## src/rtl/uart_tx_sched.sv

```systemverilog
// Round-robin scheduler sharing one UART transmitter among NUM_REQ byte producers
// over a four-phase tx_req/tx_ack handshake. Optional watchdog: UART_TX_SCHED_TIMEOUT_EN.
module uart_tx_sched #(
    parameter int NUM_REQ = 4,
    parameter int DATA_W  = 8,
    parameter int TIMEOUT = 1024
) (
    input  logic                       clk,
    input  logic                       rst,
    input  logic [NUM_REQ-1:0]         req_valid,
    input  logic [NUM_REQ*DATA_W-1:0]  req_data,
    output logic [NUM_REQ-1:0]         req_ready,
    output logic                       tx_req,
    output logic [DATA_W-1:0]          tx_data,
    input  logic                       tx_ack,
    output logic [$clog2(NUM_REQ)-1:0] grant_id,
    output logic                       busy,
    output logic                       timeout_err
);

    localparam int IDX_W = $clog2(NUM_REQ);
    localparam int CND_W = IDX_W + 1;

    if (NUM_REQ < 2 || TIMEOUT < 1) begin : g_param_check
        $error("uart_tx_sched: NUM_REQ must be >= 2 and TIMEOUT >= 1");
    end

    typedef enum logic [1:0] {
        IDLE,
        REQ_HI,
        REQ_LO
    } state_t;

    state_t           state;
    logic             ack_meta;
    logic             ack_s;
    logic [IDX_W-1:0] last;
    logic             win_found;
    logic [IDX_W-1:0] win_idx;
    logic [CND_W-1:0] cand;
    logic             hi_done;
    logic             lo_done;
    logic             tmo_hit;

    // NOTE: sequential state uses non-blocking assignments so every flop samples
    // pre-edge values; blocking here would collapse the two synchronizer stages.
    always_ff @(posedge clk or posedge rst) begin : ack_sync
        if (rst) begin
            ack_meta <= 1'b0;
            ack_s    <= 1'b0;
        end else begin
            ack_meta <= tx_ack;
            ack_s    <= ack_meta;
        end
    end

    // Scan from farthest to nearest after `last`, so the nearest valid requester
    // is written last and wins without needing an early exit.
    // NOTE: every variable gets a default before the loop so no latch is inferred.
    always_comb begin
        win_found = 1'b0;
        win_idx   = '0;
        cand      = '0;
        for (int k = NUM_REQ; k >= 1; k--) begin
            cand = {1'b0, last} + CND_W'(k);
            if (cand >= CND_W'(NUM_REQ)) begin
                cand = cand - CND_W'(NUM_REQ);
            end
            if (req_valid[cand[IDX_W-1:0]]) begin
                win_found = 1'b1;
                win_idx   = cand[IDX_W-1:0];
            end
        end
    end

    assign hi_done = (state == REQ_HI) && ack_s;
    assign lo_done = (state == REQ_LO) && !ack_s;

`ifdef UART_TX_SCHED_TIMEOUT_EN
    localparam int CNT_W = $clog2(TIMEOUT + 1);

    logic [CNT_W-1:0] tmo_cnt;
    logic             tmo_err_q;

    // Counter stays at zero in IDLE and clears on every state change, so it
    // always measures cycles spent in the current wait state.
    assign tmo_hit = (state != IDLE) && !hi_done && !lo_done &&
                     (tmo_cnt == CNT_W'(TIMEOUT - 1));

    always_ff @(posedge clk or posedge rst) begin : tmo
        if (rst) begin
            tmo_cnt   <= '0;
            tmo_err_q <= 1'b0;
        end else begin
            if (state == IDLE || hi_done || lo_done || tmo_hit) begin
                tmo_cnt <= '0;
            end else begin
                tmo_cnt <= tmo_cnt + CNT_W'(1);
            end
            if (tmo_hit) begin
                tmo_err_q <= 1'b1;
            end
        end
    end

    assign timeout_err = tmo_err_q;
`else
    assign tmo_hit     = 1'b0;
    assign timeout_err = 1'b0;
`endif

    always_ff @(posedge clk or posedge rst) begin : fsm
        if (rst) begin
            state     <= IDLE;
            tx_req    <= 1'b0;
            busy      <= 1'b0;
            req_ready <= '0;
            tx_data   <= '0;
            grant_id  <= '0;
            last      <= IDX_W'(NUM_REQ - 1);
        end else begin
            req_ready <= '0;
            unique case (state)
                IDLE: begin
                    if (win_found) begin
                        state     <= REQ_HI;
                        tx_req    <= 1'b1;
                        busy      <= 1'b1;
                        req_ready <= NUM_REQ'(1) << win_idx;
                        tx_data   <= req_data[win_idx*DATA_W +: DATA_W];
                        grant_id  <= win_idx;
                        last      <= win_idx;
                    end
                end
                REQ_HI: begin
                    if (hi_done || tmo_hit) begin
                        state  <= REQ_LO;
                        tx_req <= 1'b0;
                    end
                end
                REQ_LO: begin
                    if (lo_done || tmo_hit) begin
                        state <= IDLE;
                        busy  <= 1'b0;
                    end
                end
                default: begin
                    state  <= IDLE;
                    tx_req <= 1'b0;
                    busy   <= 1'b0;
                end
            endcase
        end
    end

endmodule

```

## config.mk

```make
export PLATFORM = sky130hd
export DESIGN_NAME = uart_tx_sched
export DESIGN_NICKNAME = d
export VERILOG_FILES = /design/src/rtl/uart_tx_sched.sv
export SDC_FILE = /design/constraint.sdc
export NUM_CORES = 1
export LEC_CHECK = 0
export ABC_AREA = 1
export ABC_CLOCK_PERIOD_IN_PS = 2410
export BUFFER_PORTS_ARGS = -buffer_cell sky130_fd_sc_hd__buf_2
export CELL_PAD_IN_SITES_DETAIL_PLACEMENT = 1
export CELL_PAD_IN_SITES_GLOBAL_PLACEMENT = 2
export CORE_ASPECT_RATIO = 0.6
export CORE_MARGIN = 4
export CORE_UTILIZATION = 24
export CTS_CLUSTER_SIZE = 25
export DETAILED_ROUTE_END_ITERATION = 8
export PLACE_DENSITY = 0.74
export SLEW_MARGIN = 20
export SYNTH_ARGS = -nofsm -noshare
export SYNTH_HDL_FRONTEND = slang
export SYNTH_SLANG_ARGS = --single-unit
```

## constraint.sdc

```tcl
create_clock -name clk -period 2.41 [get_ports clk]
set_input_delay 0.3615 -clock clk [delete_from_list [all_inputs] [get_ports clk]]
set_output_delay 0.3615 -clock clk [all_outputs]
set_load 0.005 [all_outputs]
```

# [After elaboration in Yosys (flattened, before gate mapping)]
# Index checks and enable logic that the tools add are counted.
[totals] elab_cells=73 output_inout_bits=17 inputBits=39 register_bits=22
[op_classes] n_shift=2 reduce_logical=8 eq_ne=5 n_addsub=8 muxes=31 magnitude_cmp=8 n_bitwise=2
[ops] op="$shiftx A32 B6 Y8" count=1
[ops] op="$mux W2" count=11
[ops] op="$ge A3 B3 Y1 const B" count=4
[ops] op="$lt A2 B3 Y1 const B" count=4
[ops] op="$mux W1" count=11
[ops] op="$reduce_and A3 Y1" count=3
[ops] op="$bmux W1 S2" count=4
[ops] op="$mux W4" count=2
[ops] op="$sub A2 B1 Y2 const B" count=4
[ops] op="$add A2 B2 Y3 const B" count=2
[ops] op="$ne A2 B2 Y1 const B" count=3
[ops] op="$pmux W1 S3" count=2
[ops] op="$pmux W2 S3" count=1
[ops] op="$shl A1 B2 Y4 const A" count=1
[ops] op="$add A2 B1 Y3 const B" count=1
[ops] op="$add A2 B3 Y3 const B" count=1
[ops] op="$eq A2 B1 Y1 const B" count=1
[ops] op="$eq A2 B2 Y1 const B" count=1
[ops] op="$logic_and A1 B1 Y1" count=2
[ops] op="$logic_not A2 Y1" count=1
[ops] op="$not A1 Y1" count=2
[ops] op="$reduce_and A2 Y1" count=1
[ops] op="$logic_not A1 Y1" count=1

# [Depth between registers and ports, before layout]
# Gate-level depths: netlist of run 1.
[logic_depth] ltp_word=12 ltp_mapped=17 mapped_depth_nobuf=15

# [Least setup slack after synthesis of run 1]
# No wires, ideal clock.
[synth_path] path_type="register -> register" start="register last[0]" end="register tx_data[7]" n_path_buf=2 t_required_ns=2.294 setup_ns=0.116 path_stages_with_launch=15 path_slack_ns=0.652 t_arrival_ns=1.642 synth_period_minus_slack_ns=1.758 cell_sequence="dfstp_2 buf_6 inv_6 nand2_1 nand2_1 and2_4 nor2_4 nand3_4 buf_2 nand3_1 nand2_1 nand2_1 nand2_1 nand2_1 nand2_1"
[synth_between] elab_chain_cells=10 elab_cells_between_ends=34 cone_classes="8 x add/sub; 4 x order compare; 1 x shift; 20 x mux; 1 x reduce/logical"
[synth_lines] item="start, declared" line="37" source="logic [IDX_W-1:0] last;"
[synth_lines] item="start signal, assigned" line="120" source="last <= IDX_W'(NUM_REQ - 1);"
[synth_lines] item="start signal, assigned" line="132" source="last <= win_idx;"
[synth_lines] item="$add A2 B3 Y3" line="65" source="cand = {1'b0, last} + CND_W'(k);"
[synth_lines] item="$ge A3 B3 Y1 or $sub A2 B1 Y2 (tied branches)" line="66, 67"
[synth_lines] item="$mux W2" line="66" source="if (cand >= CND_W'(NUM_REQ)) begin"
[synth_lines] item="$bmux W1 S2" line="69" source="if (req_valid[cand[IDX_W-1:0]]) begin"
[synth_lines] item="$mux W1 (implied by the code)" line="69"
[synth_lines] item="$mux W2 or $mux W1 (tied branches) (4 in series)" line="69"
[synth_lines] item="$shiftx A32 B6 Y8 or $reduce_and A2 Y1 (tied branches)"
[synth_lines] item="end signal, assigned" line="130" source="tx_data <= req_data[win_idx*DATA_W +: DATA_W];"
[synth_lines] item="end, declared" line="14" source="output logic [DATA_W-1:0] tx_data,"
# Several ways; a longest one is shown, not always the timed one. The select of a mux whose other input is x is not followed.
# A chain may end at the register's enable or synchronous reset.

# [Final worst setup path of run 1]
[layout_path] start="register last[0]" end="register tx_data[4]"
# The elaborated chain is that of the path after synthesis.

==> flow_metrics.py, run 1 <==
metrics = {
    "worst_setup_path": {
        "worstReg2RegStart": "last[0]",
        "start_kind": "flop",
        "r2r_slack_ps": 310,
        "reg2reg_to": "tx_data[4]",
        "worst_ep_arrival_time_ps": 2260,
        "crit_top_cell": "nand2_1",
        "crit_path_max_incr_delay_ps": 650,
        "cp_max_fo": 18,
        "crit_type": "reg2reg",
        "r2r_cells": 12,
        "cp_slowest_cell": "dfstp_2",
        "crit_path_end_kind": "flop",
        "path_cells": "inv_6 -> nand2_1 -> nand2_1 -> and2_4 -> nor2_4 -> nand3_4 -> nand2_4 -> nand2_1 -> nand3_1 -> nand2_1 -> nand2_1 -> nand2_1",
        "required_ps": 2560,
    },
    "detailed_routing": {
        "routed_wl_um": 4236,
        "routedWlPerCell_um": 12.31,
        "first_pass_iters": 4,
        "drc": 0,
        "viasPerCell": 4.169,
        "vias": 1434,
        "drt_iter0_drc": 48,
        "ant_nets": 0,
    },
    "synth": {
        "ys_ff_latch": 22,
        "synthFlopType": "dfrtp_1",
        "synth_edf_count": 0,
        "avgSynthCellArea_um2": 6.693,
        "synth.net_count": 251,
        "ys_seq_area_frac": 0.3898,
        "synth_top_area_cell": "dfrtp_1",
        "synth_area_mm2": 0.001419,
        "synth_cell_types": 22,
        "synth.area.top_cells": "dfrtp_1 (35%), nand2_1 (25%), nand3_1 (9.5%)",
        "synthDominantCellAreaShare": 0.3527,
        "ys_top_cells_by_count": "nand2_1 (96), nand3_1 (27), inv_1 (25), dfrtp_1 (20)",
        "yosysWarnings": 0,
        "syn_inst": 212,
        "ys_async_sr_fraction": 1.000,
        "yosysMostFrequentCell": "nand2_1",
    },
    "global_routing": {
        "grt-ovfl-total": 0,
        "grt_pass1_vias": 1488,
        "track_usage": 0.1215,
        "grt_start_max_net_pins": 23,
        "antenna_found_initial": 0,
        "grt_pass1_wl_um": 7024,
    },
    "sta": {
        "finalHoldViolCount": 0,
        "fin_crit_ps": 2103,
        "tns_ps": 0,
        "final-setup-viol-count": 0,
        "max_freq_mhz": 475.4,
        "skew_ps": 1.277,
        "final_max_slew_viol_count": 0,
        "tightest_slew_ps": 818.5,
        "rsz0062_at_grt": "false",
        "relSlewSlack": 0.4537,
        "period_share": 0.8728,
    },
    "floorplanning": {
        "io_pins": 56,
        "start_util": 0.2512,
        "rows": 21,
        "fp.dieW_um": 107.3,
        "die_area_mm2": 0.007247,
        "core_mm2": 0.005649,
        "die_h_um": 67.56,
    },
    "clock_tree": {
        "post_cts_buffers": 0,
        "root_buffer": "clkbuf_8",
        "hold_buffers": 0,
        "cts_resized": 0,
        "cts_num_sinks": 22,
        "htreeDepth": 1,
        "cts_tree": "done",
        "clock_latency_ps": 260,
        "numCtsBuffers": 3,
        "clock_path_buffers": 2,
        "path_clk_slew_ps": 70,
    },
    "finish": {
        "final_nets": 304,
        "diodes": 0,
        "area_growth_syn_to_layout_pct": 26.28,
        "drive_above_1_share": 0.2992,
    },
    "placement": {
        "place_congestion": 0.7664,
        "port_buffers": 54,
        "dp.final_hpwl_um": 3437,
    },
    "hold_path": {
        "hold_depth": 1,
        "holdCritStartpoint": "tx_ack",
        "hold_path_class": "in2reg",
        "hold_end": "ack_meta",
    },
    "power_and_ir_drop": {
        "irDropWorstVdd_mv": 0.3857,
        "leakagePower_nw": 1.099,
        "p_per_area_mw_per_mm2": 1476,
        "p_total_w": 0.002645,
    },
    "status": {
        "outcome": "complete, no violations",
    },
    "run": {
        "max_cap_viol_count": 0,
    },
}
[layout by cell type, fill, tap and decap left out, types with 2 or more instances in the layout]
cell type  instances
nand2_2            7
inv_2              3
buf_2             54
dfrtp_1           20
nand3_1           27
clkbuf_8           3
buf_4              2
o21ai_0            5
nand2_4            3
nand2_1           96
nor2_1             7
dfstp_2            2
inv_1             25
[where the power goes]
group / switching (W) / total [W] / leakage (nW) / internal [W]
clock: 0.000112 / 0.000229 / 0.0228 / 0.000118
combinational: 0.00116 / 0.00176 / 0.807 / 0.000602
sequential: 0.000107 / 0.000651 / 0.269 / 0.000545
[state kept, by name (all words and copies together), names as in the netlist]
name	count
ack_meta	1
ack_s	1
busy	1
grant_id	2
last	2
req_ready	4
state	2
tx_data	8
tx_req	1
[critical path, delay by kind of cell (launching register included)]
kind	cells	cell delay (ps)
buffers and inverters	1	80
DFF	1	650
and+or+nand+nor	11	1230
[cell type report]
| cell class | instances | area, um2 |
|---|---|---|
| timing repair buffer | 56 | 285.3 |
| clock buffer | 4 | 45.04 |
| multi-input combinational | 153 | 694.4 |
| inverter | 29 | 113.9 |
| tap | 80 | 100.1 |
| sequential | 22 | 553.0 |
| fill | 749 | 3857 |
[metrics by stage]
| stage | instance area [um2] | util | worst slack [ps] | instances | hold WS (ps) |
|---|---|---|---|---|---|
| final | 1792 | 0.3172 | 306.7 | 344 | 218.6 |
| after global routing | 1792 | 0.3172 | 99.09 | 344 | 208.6 |
| after CTS | 1792 | 0.3172 | 287.4 | 344 | 213.3 |
| after detailed placement | 1747 | 0.3092 | 299.0 | 340 | 357.6 |
| after global placement | 1747 | 0.3092 | 387.8 | 340 | 336.7 |
| after floorplan | 1419 | - | 651.6 | 212 | 331.2 |
[kinds of logic (layout without fill, tap and decap cells)]
kind of cell,after synthesis,after routing,synth area share
buffers and inverters,37,89,0.1208
and+or+nand+nor,143,143,0.4489
other,1,1,0.002643
DFF,22,22,0.3898
AOI/OAI and AO/OA,9,9,0.03792
[metal layers]
metal	part of all wire	routed length, um	GRT usage	up-vias
met3	0.045	190	0.02579	2
met5	0	0	0	-
met4	0.0031	13	0.01435	0
li1	-	-	-	743
met1	0.50	2133	0.1746	652
met2	0.45	1898	0.1931	37
[worst max-delay path by stage]
stage               startpoint          to  slack, ps  cells past startpoint
floorplan              last[0]  tx_data[7]        650                     14
global placement       last[0]  tx_data[0]        390                     15
detailed placement     last[0]  tx_data[4]        300                     12
CTS                    last[0]  tx_data[4]        290                     12
global route           last[0]  tx_data[0]        100                     13
finish                 last[0]  tx_data[4]        310                     12
Power figures use the tool's default switching activity.
==> run 2: changes to the inputs <==
BUFFER_PORTS_ARGS = -buffer_cell sky130_fd_sc_hd__buf_4   (was -buffer_cell sky130_fd_sc_hd__buf_2)
RECOVER_POWER = 50   (was default)
==> flow_metrics.py, run 2 (same netlist as run 1, synthesis figures left out) <==
metrics = {
    "status": {
        "outcome": "complete, no violations",
    },
    "global_routing": {
        "grt_pass1_wl_um": 7286,
        "grt-ovfl-total": 0,
        "grt_pass1_vias": 1550,
        "antenna_found_initial": 0,
        "grt_start_max_net_pins": 23,
        "track_usage": 0.1270,
    },
    "finish": {
        "reg_top3": "tx_data (8), req_ready (4)",
        "largest_register_ffs": 8,
        "final_nets": 304,
        "final_cell_mix": "nand2_1 (96), buf_4 (49), nand3_1 (27)",
        "diodes": 0,
        "finalNonFillerCells": 344,
        "drive_above_1_share": 0.3030,
        "area_growth_syn_to_layout_pct": 37.65,
        "regMostFlops": "tx_data",
        "final_common_cell": "nand2_1",
    },
    "floorplanning": {
        "fp.dieW_um": 107.3,
        "rows": 21,
        "start_util": 0.2512,
        "core_mm2": 0.005649,
        "io_pins": 56,
        "die_area_mm2": 0.007247,
        "die_h_um": 67.56,
    },
    "detailed_routing": {
        "vias": 1458,
        "ant_nets": 0,
        "viasPerCell": 4.238,
        "drc": 0,
        "wl_met3_um": 208,
        "first_pass_iters": 4,
        "highest_layer": "met4",
        "routedWlPerCell_um": 12.51,
        "wl_met2_um": 1876,
        "m1WireLength_um": 2176,
        "routed_wl_um": 4303,
        "drt_iter0_drc": 57,
    },
    "worst_setup_path": {
        "crit_path_end_kind": "flop",
        "crit_path_max_incr_delay_ps": 660,
        "crit_type": "reg2reg",
        "required_ps": 2620,
        "path_cells": "inv_6 -> nand2_1 -> nand2_1 -> and2_4 -> nor2_4 -> nand3_4 -> nand2_4 -> nand2_1 -> nand2_1 -> nand2_1 -> nand2_1 -> nand2_1 -> nand2_1",
        "start_kind": "flop",
        "worst_ep_arrival_time_ps": 2300,
        "cp_slowest_cell": "dfstp_2",
        "cp_max_fo": 18,
        "crit_top_cell": "nand2_1",
    },
    "clock_tree": {
        "hold_buffers": 0,
        "cts_num_sinks": 22,
        "clock_latency_ps": 270,
        "cts_resized": 0,
        "clock_path_buffers": 2,
        "cts_tree": "done",
        "htreeDepth": 1,
        "path_clk_slew_ps": 80,
        "post_cts_buffers": 0,
        "numCtsBuffers": 3,
        "root_buffer": "clkbuf_8",
    },
    "sta": {
        "relSlewSlack": 0.4352,
        "tightest_slew_ps": 846.2,
        "tns_ps": 0,
        "skew_ps": 2.423,
        "worst_slack_ps": 324.2,
        "final_max_slew_viol_count": 0,
        "rsz0062_at_grt": "false",
        "final-setup-viol-count": 0,
        "finalHoldViolCount": 0,
        "max_freq_mhz": 479.4,
        "fin_crit_ps": 2086,
        "period_share": 0.8655,
        "worst_hold_slack_ps": 215.7,
    },
    "placement": {
        "port_buffers": 54,
        "place_inst": 340,
        "post-place-ws_ps": 323.5,
        "place_congestion": 0.7400,
        "dp.final_hpwl_um": 3363,
    },
    "hold_path": {
        "hold_path_class": "in2reg",
    },
    "power_and_ir_drop": {
        "irDropWorstVdd_mv": 0.4422,
        "leakagePower_nw": 1.150,
        "p_per_area_mw_per_mm2": 1464,
    },
    "run": {
        "max_cap_viol_count": 0,
    },
}
[run 2: cell count changes in the layout (fill, tap and decap cells not counted)]
cell / delta
buf_4: +47
buf_2: -54
clkbuf_4: +7
clkbuf_1: -1
bufinv_16: +1
[run 2: where the power goes]
part           switching, W  leakage, nW  internal (W)
Combinational       0.00118        0.846      0.000674
Clock              0.000128       0.0357      0.000222
Sequential         0.000115        0.269      0.000545
[run 2: path summary, 6_finish.rpt]
kind                               to     start  cells past startpoint  slack [ps]
min                          ack_meta    tx_ack                      1         220
min in group asynchronous    state[0]       rst                      2         260
max in group asynchronous  tx_data[1]       rst                      2        1620
max                        tx_data[3]   last[0]                     13         320
min reg2reg                     ack_s  ack_meta                      0         350
max reg2reg                tx_data[3]   last[0]                     13         320
[run 2: cell type report]
type	count	area [um2]
Fill cell	733	3696
Multi-Input combinational cell	153	694.4
Sequential cell	22	553.0
Timing Repair Buffer	56	420.4
Inverter	29	113.9
Tap cell	80	100.1
Clock buffer	3	41.29
Clock inverter	1	30.03
[run 2: through the flow]
stage               utilization  instance area (um2)  total power (W)
floorplan                     -                 1419         0.002008
global route             0.3457                 1953         0.003199
detailed placement       0.3331                 1882         0.002566
finish                   0.3457                 1953         0.002860
CTS                      0.3457                 1953         0.002933
global placement         0.3331                 1882         0.002536
[run 2: routing by layer]
layer  global-route usage  up-vias
li1                     -      745
met1               0.1688      675
met2               0.2079       34
met3              0.03152        4
met4              0.03349        0
met5                    0        -
[run 2: worst max-delay path: cells and delay by family, from the launching register on]
kind,cells,cell delay [ps]
buffers and inverters,1,80
flip-flops,1,660
AND/OR/NAND/NOR,12,1270
==> run 3: changes to the inputs <==
CORE_ASPECT_RATIO = 1.75   (was 0.6)
==> flow_metrics.py, run 3 (same netlist as run 1, synthesis figures left out) <==
metrics = {
    "status": {
        "outcome": "complete, no violations",
    },
    "finish": {
        "reg_top3": "tx_data (8), req_ready (4)",
        "fillers": 749,
        "diodes": 0,
        "largest_register_ffs": 8,
        "drive_above_1_share": 0.3057,
        "final_common_cell": "nand2_1",
        "area_growth_syn_to_layout_pct": 37.83,
        "final_cell_mix": "nand2_1 (96), buf_4 (50), nand3_1 (27)",
        "final_nets": 305,
        "regMostFlops": "tx_data",
        "final_cell_area_mm2": 0.001956,
    },
    "worst_setup_path": {
        "cp.depth": 12,
        "required_ps": 2570,
        "r2r_cells": 12,
        "crit_path_max_incr_delay_ps": 640,
        "cp_max_fo": 18,
        "start_kind": "flop",
        "crit_buf_inv": 1,
        "crit_top_cell": "nand2_1",
        "worstReg2RegStart": "last[0]",
        "crit_type": "reg2reg",
        "crit_path_end_kind": "flop",
        "path_cells": "inv_6 -> nand2_1 -> nand2_1 -> and2_4 -> nor2_4 -> nand3_4 -> nand2_4 -> nand2_1 -> nand3_1 -> nand2_1 -> nand2_1 -> nand2_1",
        "cp_slowest_cell": "dfstp_2",
        "critPathTopFamily": "simple AND/OR/NAND/NOR gates",
        "startpoint": "last[0]",
        "worst_ep_arrival_time_ps": 2240,
    },
    "global_routing": {
        "grt_pass1_vias": 1553,
        "track_usage": 0.1338,
        "grt_pass1_wl_um": 7300,
        "grt_start_max_net_pins": 23,
        "antenna_found_initial": 0,
        "grt-ovfl-total": 0,
    },
    "sta": {
        "tns_ps": 0,
        "relSlewSlack": 0.4542,
        "final_max_slew_viol_count": 0,
        "period_share": 0.8643,
        "tightest_slew_ps": 817.9,
        "fin_crit_ps": 2083,
        "finalHoldViolCount": 0,
        "rsz0062_at_grt": "false",
        "final-setup-viol-count": 0,
        "skew_ps": 6.992,
        "max_freq_mhz": 480.1,
    },
    "detailed_routing": {
        "routed_wl_um": 4500,
        "drc": 0,
        "drt_iter0_drc": 42,
        "routedWlPerCell_um": 13.20,
        "vias": 1448,
        "first_pass_iters": 4,
        "ant_nets": 0,
        "viasPerCell": 4.246,
    },
    "clock_tree": {
        "root_buffer": "clkbuf_8",
        "clock_path_buffers": 2,
        "cts_num_sinks": 22,
        "numCtsBuffers": 3,
        "post_cts_buffers": 0,
        "cts_resized": 0,
        "hold_buffers": 0,
        "htreeDepth": 1,
        "path_clk_slew_ps": 80,
        "cts_tree": "done",
        "clock_latency_ps": 270,
    },
    "hold_path": {
        "holdCritStartpoint": "tx_ack",
        "hold_depth": 1,
        "hold_path_class": "in2reg",
    },
    "placement": {
        "dp.final_hpwl_um": 3579,
        "port_buffers": 54,
        "placed_area_mm2": 0.001884,
        "place_congestion": 0.8122,
    },
    "floorplanning": {
        "core_mm2": 0.005675,
        "fp.dieW_um": 66.12,
        "rows": 36,
        "start_util": 0.2500,
        "die_h_um": 109.7,
        "io_pins": 56,
        "die_area_mm2": 0.007254,
    },
    "power_and_ir_drop": {
        "leakagePower_nw": 1.155,
        "irDropWorstVdd_mv": 0.3688,
        "p_per_area_mw_per_mm2": 1467,
    },
    "run": {
        "max_cap_viol_count": 0,
    },
}
run 3: cell count changes in the layout (fill, tap and decap cells not counted):
cell,before,now
buf_4,49,50
run 3: worst register-to-register path, cell delays in order (launching register included):
cell and delay (ps):
dfstp_2 640, inv_6 80, nand2_1 100, nand2_1 80, and2_4 150, nor2_4 90, nand3_4 220, nand2_4 270
nand2_1 100, nand3_1 70, nand2_1 60, nand2_1 70, nand2_1 50
run 3: where the power goes:
| part | internal [W] | switching [W] | total, W | leakage (nW) |
|---|---|---|---|---|
| sequential | 0.000545 | 0.000111 | 0.000655 | 0.269 |
| combinational | 0.000688 | 0.00118 | 0.00187 | 0.851 |
| clock | 0.000222 | 0.000118 | 0.000340 | 0.0357 |
| total | 0.00145 | 0.00141 | 0.00287 | 1.16 |
run 3: worst paths after layout:
path | end | slack (ps)
min in group asynchronous | tx_data[3] | 250
worst min-delay path | ack_meta | 220
worst max register to register | tx_data[6] | 330
max in group asynchronous | tx_data[5] | 1640
worst min register to register | ack_s | 350
worst max-delay path | tx_data[6] | 330
run 3: layout make-up:
| cell class | count | area [um2] | area share |
|---|---|---|---|
| repair buffers | 57 | 427.9 | 0.2188 |
| clock buffers | 3 | 41.29 | 0.02111 |
| clock inverters | 1 | 30.03 | 0.01536 |
| multi-input cells | 153 | 694.4 | 0.3551 |
| inverters | 29 | 113.9 | 0.05822 |
| flip-flops and latches | 22 | 553.0 | 0.2828 |
| well taps | 76 | 95.09 | 0.04862 |
run 3: metal layers:
layer,global-route usage,wire length (um),part of all wire,vias to the layer above
li1,-,-,-,742
met1,0.1402,1652,0.37,660
met2,0.2615,2558,0.57,37
met3,0.006135,145,0.032,9
met4,0.06395,143,0.032,0
met5,0,0,0,-
run 3: through the flow:
stage | hold WS (ps) | worst slack [ps] | util | total power [W] | cells
detailed placement | 336.3 | 342.5 | 0.3320 | 0.002594 | 337
finish | 218.5 | 327.0 | 0.3446 | 0.002869 | 341
floorplan | 331.2 | 651.6 | - | 0.002008 | 212
global route | 205.4 | 156.4 | 0.3446 | 0.003223 | 341
global placement | 332.6 | 372.6 | 0.3320 | 0.002562 | 337
CTS | 190.0 | 310.2 | 0.3446 | 0.002946 | 341
